==> config.mk <==
export PLATFORM = sky130hd
export DESIGN_NAME = div_seq_ctrl
export DESIGN_NICKNAME = d
export VERILOG_FILES = /design/src/rtl/div_seq_ctrl.sv
export SDC_FILE = /design/constraint.sdc
export NUM_CORES = 1
export LEC_CHECK = 0
export BUFFER_PORTS_ARGS = -buffer_cell sky130_fd_sc_hd__buf_2
export CORE_AREA = 5 5 126 176
export CTS_CLUSTER_DIAMETER = 30
export DETAILED_ROUTE_END_ITERATION = 6
export DIE_AREA = 0 0 131 181
export HOLD_SLACK_MARGIN = 0.12
export PLACE_DENSITY = 0.69
export RECOVER_POWER = 50
export SYNTH_ARGS = -nofsm -noshare
export SYNTH_HDL_FRONTEND = slang
export SYNTH_SLANG_ARGS = --single-unit
==> constraint.sdc <==
create_clock -name clk -period 9.2 [get_ports clk]
set_input_delay 1.38 -clock clk [delete_from_list [all_inputs] [get_ports clk]]
set_output_delay 1.38 -clock clk [all_outputs]
set_load 0.1 [all_outputs]
==> src/rtl/div_seq_ctrl.sv <==
// div_seq_ctrl: sequencer for the iterative restoring 32-bit integer divider
module div_seq_ctrl #(
  parameter int WIDTH = 32
) (
  input  logic             clk,
  input  logic             reset,
  input  logic             flush,
  input  logic             in_valid,
  output logic             in_ready,
  input  logic             in_signed,
  input  logic [WIDTH-1:0] in_src1,
  input  logic [WIDTH-1:0] in_src2,
  output logic             out_valid,
  input  logic             out_ready,
  output logic [WIDTH-1:0] out_quot,
  output logic [WIDTH-1:0] out_rem,
  output logic             busy
);
  localparam int CW = $clog2(WIDTH);
  typedef enum logic [1:0] {IDLE, CALC, DONE} state_t;
  state_t state;
  logic [CW-1:0] cnt;
  logic [WIDTH-1:0] rem, dvd, dvs, mag1, mag2;
  logic [WIDTH:0] sh, diff;
  logic neg_q, neg_r, fire, zero;
  // operand magnitudes, one restoring step, and sign-corrected results
  always_comb begin
    fire = in_valid & in_ready & ~flush;
    zero = in_src2 == '0;
    mag1 = (in_signed & in_src1[WIDTH-1]) ? -in_src1 : in_src1;
    mag2 = (in_signed & in_src2[WIDTH-1]) ? -in_src2 : in_src2;
    sh = {rem, dvd[WIDTH-1]};
    diff = sh - {1'b0, dvs};
    out_quot = neg_q ? -dvd : dvd;
    out_rem = neg_r ? -rem : rem;
  end
  // control FSM plus datapath; dvd holds the dividend shifting out and the quotient shifting in
  always_ff @(posedge clk) begin
    if (reset) begin
      state <= IDLE;
      cnt <= '0;
      rem <= '0;
      dvd <= '0;
      dvs <= '0;
      neg_q <= 1'b0;
      neg_r <= 1'b0;
      in_ready <= 1'b1;
      out_valid <= 1'b0;
      busy <= 1'b0;
    end else if (flush) begin
      state <= IDLE;
      in_ready <= 1'b1;
      out_valid <= 1'b0;
      busy <= 1'b0;
    end else begin
      case (state)
        IDLE: if (fire) begin
          neg_q <= ~zero & in_signed & (in_src1[WIDTH-1] ^ in_src2[WIDTH-1]);
          neg_r <= ~zero & in_signed & in_src1[WIDTH-1];
          dvd <= zero ? '1 : mag1;
          rem <= zero ? in_src1 : '0;
          dvs <= mag2;
          cnt <= '0;
          state <= zero ? DONE : CALC;
          in_ready <= 1'b0;
          out_valid <= zero;
          busy <= 1'b1;
        end
        CALC: begin
          rem <= diff[WIDTH] ? sh[WIDTH-1:0] : diff[WIDTH-1:0];
          dvd <= {dvd[WIDTH-2:0], ~diff[WIDTH]};
          cnt <= cnt + 1'b1;
          if (cnt == CW'(WIDTH - 1)) begin
            state <= DONE;
            out_valid <= 1'b1;
          end
        end
        DONE: if (out_ready) begin
          state <= IDLE;
          out_valid <= 1'b0;
          in_ready <= 1'b1;
          busy <= 1'b0;
        end
        default: state <= IDLE;
      endcase
    end
  end
endmodule

==> flow_metrics.py <==
metrics = {
    "synthesis": {
        "synthArstFlopShare_pct": 0,
        "synth_edf_count": 0,
        "synth_nets": 1296,
        "synth_area_leaders": "dfxtp_1 24%, xnor2_1 9.2%, ha_1 5.8%",
        "synth_top_area_share_pct": 23.94,
        "syn_area_sq_um": 9031,
        "synth_cell_types": 74,
        "ys_ff_latch": 108,
        "synth_flop_cell": "dfxtp_1",
        "ys_seq_area_share_pct": 23.94,
        "synth.avg_cell_area_sq_um": 7.634,
        "yosys.area.top_type": "dfxtp_1",
        "syn_inst": 1183,
        "yosys_warnings": 0,
    },
    "floorplanning": {
        "start_util_pct": 44.43,
        "core_area_sq_um": 20320,
        "rows": 62,
        "top_level_ports": 137,
        "die_h_um": 181,
        "fp.dieW_um": 131,
        "die_area_sq_um": 23710,
    },
    "clock_network": {
        "clkTransAtPathRegs_ns": 0.08,
        "clk_latency_ns": 0.35,
        "clk_path_buf_depth": 2,
        "cts_resized": 0,
        "numCtsBuffers": 9,
        "htreeDepth": 3,
        "cts_tree": "yes",
        "cts_root_buf": "clkbuf_16",
        "postCtsSetupBuffers": 0,
        "cts_hold_buf": 0,
        "cts.sinks": 108,
    },
    "drt": {
        "dr.pass1.iters": 5,
        "drtAntennaViolNets": 0,
        "routedWlPerCell_um": 17.05,
        "wl_um": 26040,
        "drc": 0,
        "vias": 8733,
        "via_per_inst": 5.719,
        "first_iter_violations": 646,
    },
    "timing": {
        "period_share_pct": 68.22,
        "fin_crit_ns": 6.276,
        "totalNegativeSetupSlack_ns": 0,
        "setup_violations": 0,
        "fin_worst_skew_ns": 0.01103,
        "hold_violations": 0,
        "fmax_mhz": 159.3,
        "worst_pin_slew_ns": 3.968,
        "relSlewSlack_pct": -164.5,
        "finalMaxSlewViolations": 182,
        "rsz0062_at_grt": "false",
    },
    "layout": {
        "final_common_cell": "buf_2",
        "layout.cells.non_filler": 1527,
        "area_growth_pct": 11.55,
        "fillerInstances": 2071,
        "nets": 1379,
        "layout-drive-gt1-share_pct": 12.44,
        "final_cell_mix": "114 x buf_2, 111 x nor2_1, 108 x dfxtp_1",
    },
    "placed_design": {
        "hpwl_um": 20130,
        "dpl.cell_count": 1511,
        "port_buffers": 136,
        "gp_congestion": 0.9185,
    },
    "global_route": {
        "use_met3_pct": 2.186,
        "met1_usage_pct": 28.89,
        "grt_pass1_vias": 8164,
        "grtUsageTotal_pct": 21.56,
        "antenna_found_initial": 1,
        "met2_usage_pct": 35.70,
        "busiest_layer": "met2",
        "grt_pass1_wl_um": 42110,
        "overflow": 0,
        "grt_max_degree": 94,
    },
    "pwr": {
        "finalPower_w": 0.001418,
        "leakage_nw": 3.957,
        "ir_drop_mv": 0.08274,
        "powerDensity_nw_per_um2": 140.7,
    },
    "worst_setup_path": {
        "crit_path_start_kind": "input pin",
        "cp-end-kind": "register",
        "rrSetupSlack_ns": 3.42,
        "path_max_fanout": 93,
        "crit_path_start": "flush",
        "required_ns": 9.25,
        "worstPathArrival_ns": 6.33,
        "path_class": "in -> reg",
        "reg2reg_from": "state[0]",
    },
    "min_path": {
        "min_path_type": "reg -> reg",
        "min-delay-start": "dvs[31]",
    },
    "run_status": {
        "violations": "capacitance limit, slew limit",
        "status": "finished, violations left",
    },
    "job": {
        "maxCapViolCount": 2,
    },
}
-- where the power goes --
part / total [W] / internal, W / switching [W]
Combinational: 0.000478 / 0.000148 / 0.000329
Sequential: 0.000509 / 0.000489 / 0.0000205
Clock: 0.000431 / 0.000247 / 0.000184
Total: 0.00142 / 0.000884 / 0.000533
-- synth_stat cells, types with 19 or more instances --
library cell  instances
a211oi_1             33
a21oi_1              85
a221oi_1             26
a22oi_1              32
clkbuf_1             52
dfxtp_1             108
ha_1                 42
inv_1                76
mux2i_1              23
nand2_1              92
nand3_1              19
nor2_1              111
nor3_1               19
o21ai_0              49
o22ai_1              26
o31ai_1              28
xnor2_1              95
xor2_1               52
-- worst max-delay path: stages --
cell and delay, ns:
clkbuf_1 0.29, or3_1 0.43, a21o_2 0.19, clkbuf_1 2.75, or3_1 1.00, o22ai_1 0.20
-- final cells by class --
type	instances	area, sq um	area share, %
Antenna cell	1	2.502	0.02484
Clock buffer	10	239.0	2.372
Clock inverter	5	85.08	0.8445
Inverter	77	289.0	2.869
Multi-Input combinational cell	926	6275	62.28
Sequential cell	108	2162	21.46
Tap cell	256	320.3	3.179
Timing Repair Buffer	144	701.9	6.967
-- sequential cells by signal (all words and copies together), names as in the netlist --
register / count
in_ready: 1
neg_q: 1
dvd: 32
neg_r: 1
dvs: 32
cnt: 5
busy: 1
state: 2
out_valid: 1
rem: 32
-- per-stage QoR --
stage	hold WS [ns]	setup WS [ns]	area, sq um	util (%)
after floorplan	0.4319	4.301	9031	-
after global placement	0.4520	4.854	9794	48.19
after detailed placement	0.4519	4.812	9794	48.19
after CTS	0.4653	4.425	10120	49.78
after global routing	0.4969	2.552	10070	49.57
final	0.4626	2.924	10070	49.57
-- kinds of logic (layout without fill, tap and decap cells) --
logic type               after synthesis  count (layout)  synth area share [%]
AO/OA/AOI/OAI                        378             378                 28.28
adder cells (fa/ha/maj)               43              43                 6.040
XOR/XNOR                             148             148                 14.56
multiplexers                          25              25                 2.799
other                                  0               1                     0
flip-flops                           108             108                 23.94
AND/OR/NAND/NOR                      332             332                 17.73
buffers and inverters                149             236                 6.650
-- routing by layer --
metal	up-vias	share of wire (%)
met5	-	0
met4	0	3.0
met3	43	5.1
met2	256	48
met1	3960	44
li1	4474	-
-- final timing paths --
kind,to,depth (start not counted)
min reg2reg,dvs[31],2
max reg2reg,rem[7],8
min,dvs[31],2
max,rem[7],6
No activity file was read; power rests on OpenSTA's default activity.
